--- src/rtl/hist_pkg.sv ---
// Shared constants, FSM state type and width helper for the histogram scan reader.
// Consumers import this package to stay in step with the histogram's geometry.
package hist_pkg;

    localparam int WORD_WIDTH    = 12;
    localparam int COUNT_WIDTH   = 48;
    localparam int QUERY_LATENCY = 3;

    typedef enum logic [1:0] {
        S_IDLE  = 2'd0,
        S_ISSUE = 2'd1,
        S_DRAIN = 2'd2,
        S_DONE  = 2'd3
    } hist_scan_state_t;

    // Summing 2**ww counts of cw bits needs ww extra bits to never overflow.
    function automatic int calc_total_width(input int cw, input int ww);
        return cw + ww;
    endfunction

endpackage

--- src/rtl/hist_query_delay.sv ---
// Valid+word shift line that tags each histogram query response with its bin.
// Depth equals the histogram's query latency; depth must be at least 1.
module hist_query_delay
    import hist_pkg::*;
#(
    parameter int word_width = WORD_WIDTH,
    parameter int depth      = QUERY_LATENCY
) (
    input  logic                  clk,
    input  logic                  rst_n,
    input  logic                  valid_i,
    input  logic [word_width-1:0] word_i,
    output logic                  valid_o,
    output logic [word_width-1:0] word_o
);

    logic [depth-1:0]      valid_q;
    logic [word_width-1:0] word_q [depth];

    always_ff @(posedge clk or negedge rst_n) begin
        if (!rst_n) begin
            for (int i = 0; i < depth; i++) begin
                valid_q[i] <= 1'b0;
                word_q[i]  <= '0;
            end
        end else begin
            valid_q[0] <= valid_i;
            word_q[0]  <= word_i;
            for (int i = 1; i < depth; i++) begin
                valid_q[i] <= valid_q[i-1];
                word_q[i]  <= word_q[i-1];
            end
        end
    end

    assign valid_o = valid_q[depth-1];
    assign word_o  = word_q[depth-1];

endmodule

--- src/rtl/histogram_scan.sv ---
// Sweeps every histogram bin through the query port and reduces the counts to total and mode.
// Define HIST_SCAN_NONZERO_EN to also count bins holding a nonzero count.
module histogram_scan
    import hist_pkg::*;
#(
    parameter  int word_width    = WORD_WIDTH,
    parameter  int count_width   = COUNT_WIDTH,
    parameter  int query_latency = QUERY_LATENCY,
    localparam int total_width   = calc_total_width(count_width, word_width)
) (
    input  logic                   clk,
    input  logic                   rst_n,
    input  logic                   start,
    output logic                   busy,
    output logic                   done,
    output logic                   query_valid,
    output logic [word_width-1:0]  query_word,
    input  logic [count_width-1:0] query_count,
    output logic [total_width-1:0] total_count,
    output logic [word_width-1:0]  mode_word,
    output logic [count_width-1:0] mode_count,
    output logic [word_width:0]    nonzero_bins
);

    hist_scan_state_t       state_q;
    logic                   busy_q;
    logic                   done_q;
    logic                   query_valid_q;
    logic [word_width-1:0]  query_word_q;
    logic [total_width-1:0] total_q,      total_d;
    logic [word_width-1:0]  mode_word_q,  mode_word_d;
    logic [count_width-1:0] mode_count_q, mode_count_d;

    logic                   ret_valid;
    logic [word_width-1:0]  ret_word;
    logic                   last_retire;
    logic                   start_accept;

    hist_query_delay #(
        .word_width (word_width),
        .depth      (query_latency)
    ) u_delay (
        .clk     (clk),
        .rst_n   (rst_n),
        .valid_i (query_valid_q),
        .word_i  (query_word_q),
        .valid_o (ret_valid),
        .word_o  (ret_word)
    );

    assign start_accept = ((state_q == S_IDLE) || (state_q == S_DONE)) && start;
    assign last_retire  = ret_valid && (ret_word == '1);

    // Bin 0 always seeds the mode so later bins only replace it on a strictly larger count.
    always_comb begin
        total_d      = total_q;
        mode_word_d  = mode_word_q;
        mode_count_d = mode_count_q;
        if (ret_valid) begin
            total_d = total_q + total_width'(query_count);
            if ((ret_word == '0) || (query_count > mode_count_q)) begin
                mode_word_d  = ret_word;
                mode_count_d = query_count;
            end
        end
    end

    always_ff @(posedge clk or negedge rst_n) begin
        if (!rst_n) begin
            state_q       <= S_IDLE;
            busy_q        <= 1'b0;
            done_q        <= 1'b0;
            query_valid_q <= 1'b0;
            query_word_q  <= '0;
            total_q       <= '0;
            mode_word_q   <= '0;
            mode_count_q  <= '0;
        end else begin
            done_q <= 1'b0;
            case (state_q)
                S_IDLE, S_DONE: begin
                    if (start) begin
                        state_q       <= S_ISSUE;
                        busy_q        <= 1'b1;
                        query_valid_q <= 1'b1;
                        query_word_q  <= '0;
                        total_q       <= '0;
                        mode_word_q   <= '0;
                        mode_count_q  <= '0;
                    end
                end
                S_ISSUE: begin
                    total_q      <= total_d;
                    mode_word_q  <= mode_word_d;
                    mode_count_q <= mode_count_d;
                    if (query_word_q == '1) begin
                        state_q       <= S_DRAIN;
                        query_valid_q <= 1'b0;
                        query_word_q  <= '0;
                    end else begin
                        query_word_q <= query_word_q + word_width'(1);
                    end
                end
                S_DRAIN: begin
                    total_q      <= total_d;
                    mode_word_q  <= mode_word_d;
                    mode_count_q <= mode_count_d;
                    if (last_retire) begin
                        state_q <= S_DONE;
                        busy_q  <= 1'b0;
                        done_q  <= 1'b1;
                    end
                end
                default: state_q <= S_IDLE;
            endcase
        end
    end

`ifdef HIST_SCAN_NONZERO_EN
    logic [word_width:0] nonzero_q;

    always_ff @(posedge clk or negedge rst_n) begin
        if (!rst_n) begin
            nonzero_q <= '0;
        end else if (start_accept) begin
            nonzero_q <= '0;
        end else if (ret_valid && (query_count != '0)) begin
            nonzero_q <= nonzero_q + (word_width+1)'(1);
        end
    end

    assign nonzero_bins = nonzero_q;
`else
    assign nonzero_bins = '0;
`endif

    assign busy        = busy_q;
    assign done        = done_q;
    assign query_valid = query_valid_q;
    assign query_word  = query_word_q;
    assign total_count = total_q;
    assign mode_word   = mode_word_q;
    assign mode_count  = mode_count_q;

endmodule

--- config.mk ---
export PLATFORM = sky130hd
export DESIGN_NAME = histogram_scan
export DESIGN_NICKNAME = d
export VERILOG_FILES = /design/src/rtl/hist_pkg.sv /design/src/rtl/hist_query_delay.sv /design/src/rtl/histogram_scan.sv
export SDC_FILE = /design/constraint.sdc
export NUM_CORES = 1
export LEC_CHECK = 0
export CAP_MARGIN = 15
export CORE_MARGIN = 2
export CORE_UTILIZATION = 50
export CTS_CLUSTER_DIAMETER = 80
export DETAILED_ROUTE_END_ITERATION = 10
export PLACE_DENSITY_LB_ADDON = 0.15
export SYNTH_ARGS = -nofsm -noshare
export SYNTH_HDL_FRONTEND = slang
export SYNTH_SLANG_ARGS = --single-unit
--- constraint.sdc ---
create_clock -name clk -period 3.3 [get_ports clk]
set_input_delay 0.825 -clock clk [delete_from_list [all_inputs] [get_ports clk]]
set_output_delay 0.825 -clock clk [all_outputs]
set_load 0.03 [all_outputs]
# Yosys cells after proc, flatten, opt, wreduce, memory -nomap -nowiden
# Index checks and enable logic that the tools add are counted.
dict set report op_classes {
  n_addsub 2
  multipliers 0
  n_div 0
  n_lt_le_gt_ge 1
  eq_ne 10
  shift 0
  n_mux 24
  bitwise 0
  reduce_logical 14
}
# cell n
set op_table {}
lappend op_table {{$mux W48} 3}
lappend op_table {{$mux W60} 2}
lappend op_table {{$pmux W60 S2} 1}
lappend op_table {{$pmux W48 S2} 1}
lappend op_table {{$add A60 B48 Y60} 1}
lappend op_table {{$gt A48 B48 Y1} 1}
lappend op_table {{$mux W12} 4}
lappend op_table {{$pmux W12 S2} 2}
lappend op_table {{$eq A12 B12 Y1 const B} 2}
lappend op_table {{$add A12 B1 Y12 const B} 1}
lappend op_table {{$logic_not A12 Y1} 1}
lappend op_table {{$reduce_and A3 Y1} 4}
lappend op_table {{$mux W2} 3}
lappend op_table {{$ne A2 B2 Y1 const B} 3}
lappend op_table {{$pmux W2 S3} 1}
lappend op_table {{$mux W1} 5}
lappend op_table {{$eq A2 B2 Y1 const B} 2}
lappend op_table {{$ne A2 B1 Y1 const B} 2}
lappend op_table {{$pmux W1 S2} 2}
lappend op_table {{$reduce_and A2 Y1} 2}
lappend op_table {{$reduce_bool A2 Y1} 2}
lappend op_table {{$reduce_or A2 Y1} 2}
lappend op_table {{$eq A2 B1 Y1 const B} 1}
lappend op_table {{$logic_not A2 Y1} 1}
lappend op_table {{2 further kinds} 2}
dict set report word_totals {
  reg_bits 176
  latchBits 0
  mem_bits_rw 0
  mem_bits_ro 0
  out_inout_bits 148
  elab_cells 63
  n_memories 0
}

# Logic depth before layout (Yosys ltp)
dict set report depth {
  depth_word 5
  mapped_depth 13
}

# By module
# A second synthesis with hierarchy kept.
dict set report hier_totals {
  cells_unflattened 1083
  hier_area_um2 10498.8
}
# mod n_inst cells_per_inst area_each_um2 seq_area_each_um2
set modules_own_cells {}
lappend modules_own_cells {histogram_scan 1 1032 9432.8 3428.3}
lappend modules_own_cells {hist_query_delay 1 51 1066.0 975.9}

# Least setup slack after synthesis
# Ideal clock, no wire load.
dict set report synth_path {
  path_kind {input to register}
  from {in query_count[0]}
  to {reg total_q[54], in the netlist total_count[54]}
  setup_time_ns 0.070
  t_arrival_ns 3.064
  setup_slack_ns 0.166
  cell_stages 11
  n_path_buf 0
  cell_sequence {ha_1 > fa_1 > a21oi_1 > nor3b_1 > nor3_1 > o21ai_1 > a221oi_2 > a21oi_2 > a31oi_1 > mux2_2 > nand3_1}
}
dict set report synth_between {
  elab_chain_len 3
}
# element line
set synth_lines {}
lappend synth_lines {{start, declared} histogram_scan.sv:18} ;# input logic [count_width-1:0] query_count,
lappend synth_lines {{$add A60 B48 Y60} histogram_scan.sv:60} ;# total_d = total_q + total_width'(query_count);
lappend synth_lines {{$mux W60} histogram_scan.sv:59} ;# if (ret_valid) begin
lappend synth_lines {{$pmux W60 S2} histogram_scan.sv:80} ;# case (state_q)
lappend synth_lines {{end signal, assigned} histogram_scan.sv:93} ;# total_q <= total_d;
lappend synth_lines {{end signal, assigned} histogram_scan.sv:105} ;# total_q <= total_d;
lappend synth_lines {{end, declared} histogram_scan.sv:30} ;# logic [total_width-1:0] total_q, total_d;
# No other way between the ends. The select of a mux whose other input is x is not followed.
# A chain may end at the register's enable or synchronous reset.

# Worst setup path after layout
dict set report layout_path {
  from {in query_count[2]}
  to {reg total_q[51], in the netlist total_count[51]}
}
# The elaborated chain is that of the path after synthesis.

==> metrics.md <==
| Metric | Value |
|---|---|
| Status | `completed` |
| Fill cell count | `about 1.5k` |
| Crit path kind | `in2reg` |
| Initial antenna violation count | `0` |
| YS warnings | `0` |
| Internal power | `8750 uW` |
| Num ports | `a little under 200` |
| Sw power | `7770 uW` |
| Met2 Use GR | `0.444` |
| Drt initial violations | `a little over 700` |
| Total Routing Usage GR | `0.276` |
| Crit path DAT | `approximately 3600 ps` |
| Total Power | `16500 uW` |
| Reg2reg setup slack | `310 ps` |
| Hold WC Path Type | `reg2reg` |
| Actual slew at the worst max-slew pin | `636 ps` |
| Min-Delay Path Depth | `0` |
| Critical Path Sink Type | `register` |
| Switching Share | `0.470` |
| CP cell instances | `clkdlybuf4s50_1 -> ha_4 -> o21ai_0 -> o21ba_2 -> o21ai_2 -> a311oi_2 -> or3_4 -> a21o_4 -> a31oi_4 -> o21ai_0 -> mux2i_1` |
| Tcrit/Tclk final | `0.985` |
| Starting Density | `0.508` |
| Fin crit period | `3250 ps` |
| Pre-CTS setup slack | `-643 ps` |
| TritonRoute pass-1 iters | `5` |
| Worst hold start | `u_delay.word_q[28]` |
| TritonCTS clock tree | `yes` |
| Sink Count | `176` |
| Area growth, synth to finish | `41.3%` |
| Net count, final | `1593` |
| Clock group share of total power | `0.127` |
| Chip width | `150 um` |
| Detailed-placement wirelength estimate | `22.4 mm` |
| Lkg Pwr | `0.00723 uW` |
| Full die area | `0.0225 mm^2` |
| Multi-input gate area | `about 0.006 mm^2` |
| Worst path required time | `3620 ps` |
| Root Buffer | `clkbuf_16` |
| Reg2reg start | `mode_count[43]` |
| Max-Cap Viols | `0` |
| Finished Core Util | `0.718` |
| CP Launch Type | `primary input` |
| Global-route wire length before repair | `49.4 mm` |
| Setup slack after layout | `~49 ps` |
| Via count | `9982` |
| #FFs+latches synth | `176` |
| Final hold violations | `0` |
| Vias in the first global route | `9659` |
| Syn_area_per_cell | `around 9.6 um^2` |
| Clock Latency Late Sink | `440 ps` |
| Combinational Power Share | `0.662` |
| Clock Skews | `around 8.6 ps` |
| Worst Hold Path EP | `u_delay.word_q[16]` |
| CORE AREA | `0.0210 mm^2` |
| Placement Rows | `53` |
| WL final | `31.8 mm` |
| Post-synthesis sequential area ratio | `0.412` |
| Critical Path Max Stage Delay | `520 ps` |
| Grt ovf | `0` |
| R2R cell count | `11` |
| Crit-path slowest cell | `clkdlybuf4s50_1` |
| Number of synthesized flops with an enable pin | `0` |
| Cell Pwr Density | `~1100 mW/mm^2` |
| Flop pwr share | `0.210` |
| Relative slew slack | `0.576` |
| Async SR Flop Fraction | `1.00` |
| Fin. max-slew vios | `0` |
| Setup_tns | `0 ps` |
| Reg-to-reg critical path endpoint | `mode_count[41]` |
| # diodes | `0` |
| Post-CTS Hold Buffers | `0` |
| # setup viols final | `0` |
| Crit-path max FO | `4` |
| CP dominant cell by count | `o21ai_0` |
| Hold_ws | `about 350 ps` |
| TritonCTS Buffers | `17` |
| Largest net degree at the start of global routing | `63` |
| Port bufs | `185` |
| H-tree depth | `4` |
| Distinct cells, synth | `64` |
| VDD IR max | `0.803 mV` |
| Synth Instances | `1116` |
| Busiest grt layer | `met2` |
| Vias per cell | `5.77` |
| DR WL/cell | `18.4 um` |
| Clock-pin transition on the worst setup and hold timing paths | `80 ps` |
| RSZ-0062 raised after global routing | `true` |
| Post-route ant nets | `0` |
| Primary flip-flop cell chosen by synthesis mapping | `dfrtp_1` |
| Post-Syn Area | `0.0107 mm^2` |
| Longest Clk Path Bufs | `2` |
| GPL Wtd Cong | `0.904` |
| Peak Freq | `about 310 MHz` |
| Layout cells sized above 1 | `0.192` |
| Met3 usage | `0.0533` |
| Grt met1 use | `0.386` |
| Die H | `about 150 um` |
| DRC | `0` |
| Register area | `0.00440 mm^2` |
## metrics by stage
| step | cell area [um^2] | cells |
|---|---|---|
| floorplan | 10700 | 1128 |
| global route | 15100 | 1729 |
| detailed placement | 13900 | 1689 |
| CTS | 14600 | 1722 |
| global placement | 13900 | 1689 |
| finish | 15100 | 1729 |
## state kept, by name, summed over array words and instances, names as in the netlist
name / count
total_count: 60
mode_count: 48
u_delay.word_q: 24
mode_word: 12
query_word: 12
u_delay.word_o: 12
u_delay.valid_q: 3
state_q: 2
busy: 1
done: 1
query_valid: 1
## worst max-delay path by stage
stage | from | end | cells past startpoint | slack [ps]
final | query_count[2] | total_count[51] | 11 | 50
after global routing | query_count[2] | total_count[37] | 12 | -60
after CTS | query_count[38] | mode_count[37] | 10 | -3
after detailed placement | query_count[33] | mode_count[37] | 13 | -640
after global placement | query_count[33] | mode_count[4] | 13 | -600
after floorplan | query_count[0] | total_count[54] | 11 | 170
## routing by layer
| metal | up-vias | part of all wire |
|---|---|---|
| met2 | 375 | 0.47 |
| met1 | 4867 | 0.45 |
| met5 | - | 0 |
| met4 | 0 | 0.020 |
| met3 | 51 | 0.065 |
| li1 | 4689 | - |
## cell usage after synthesis (5+ instances only)
library cell	n	area [um^2]
ha_1	100	1250
or3_1	6	37.5
or2_2	6	37.5
o21ai_0	82	410
a31oi_1	14	87.6
a21o_1	56	420
a22o_1	64	561
mux2i_1	12	120
o211ai_1	6	45.0
nor2b_1	8	50.1
o21a_1	8	60.1
o21bai_1	7	52.6
buf_4	13	97.6
nor2_1	43	161
a211oi_1	6	45.0
nand3_1	26	130
nand4_1	32	200
buf_6	6	67.6
nor4_1	6	37.5
xor2_1	27	236
clkbuf_1	29	109
buf_2	10	50.1
dfrtp_1	176	4400
xnor2_1	18	158
nand2_1	110	413
o21ai_2	6	52.6
and3_1	9	56.3
inv_1	77	289
nand3b_1	5	37.5
o2111ai_1	6	52.6
and2_1	5	31.3
a21oi_1	65	325
nor3_1	14	70.1
## placed cells by master (no fill, tap or decap), drive strengths merged, types with 8 or more instances in the layout
cell type	synthesis	routed
mux2i	12	12
a31oi	15	15
xnor2	18	18
dfrtp	176	176
nand3	26	26
a21o	56	56
clkbuf	29	20
nand2	110	110
ha	100	100
dlymetal6s2s	0	21
clkdlybuf4s50	0	162
buf	29	165
nor2	43	43
a21oi	66	66
nor2b	8	8
o21ai	92	92
xor2	27	27
nand4	32	32
nor3	14	14
a22o	64	64
o21a	8	8
conb	1	13
inv	77	85
and3	10	10
## layout make-up
| class | instances | area share |
|---|---|---|
| multi-input cells | 817 | 0.406 |
| flip-flops and latches | 176 | 0.292 |
| repair buffers | 352 | 0.219 |
| clock buffers | 17 | 0.0282 |
| well taps | 275 | 0.0228 |
| inverters | 77 | 0.0192 |
| clock inverters | 15 | 0.0130 |
## critical path: cells and delay by family
family | cells | cell delay [ps]
mux | 1 | 140
compound gates | 7 | 1310
buf+inv | 1 | 520
simple gates | 1 | 440
fa+ha+maj | 1 | 330
## timing repair
item	in CTS	in global routing
setup endpoints to repair	73	87
resized for setup	14	72
buffers inserted	1	3
cloned	0	4
pin swaps	12	40
## power by group through the flow
stage	sequential, uW	combinational [uW]	clock, uW
after floorplan	4520	5030	0
after global placement	3460	9790	0
after detailed placement	3480	9980	0
after CTS	3450	10100	2120
after global routing	3560	11800	2230
final	3480	10900	2100
## logic make-up (layout without fill, tap and decap cells)
group,after synthesis,in the layout,share of synthesized area
flops,176,176,0.412
mux,14,14,0.0134
compound gates,354,354,0.227
simple gates,290,290,0.133
fa+ha+maj,101,101,0.119
other cells,1,13,0.000351
buf+inv,135,461,0.0574
xor+xnor,45,45,0.0369
No activity file was read; power rests on OpenSTA's default activity.
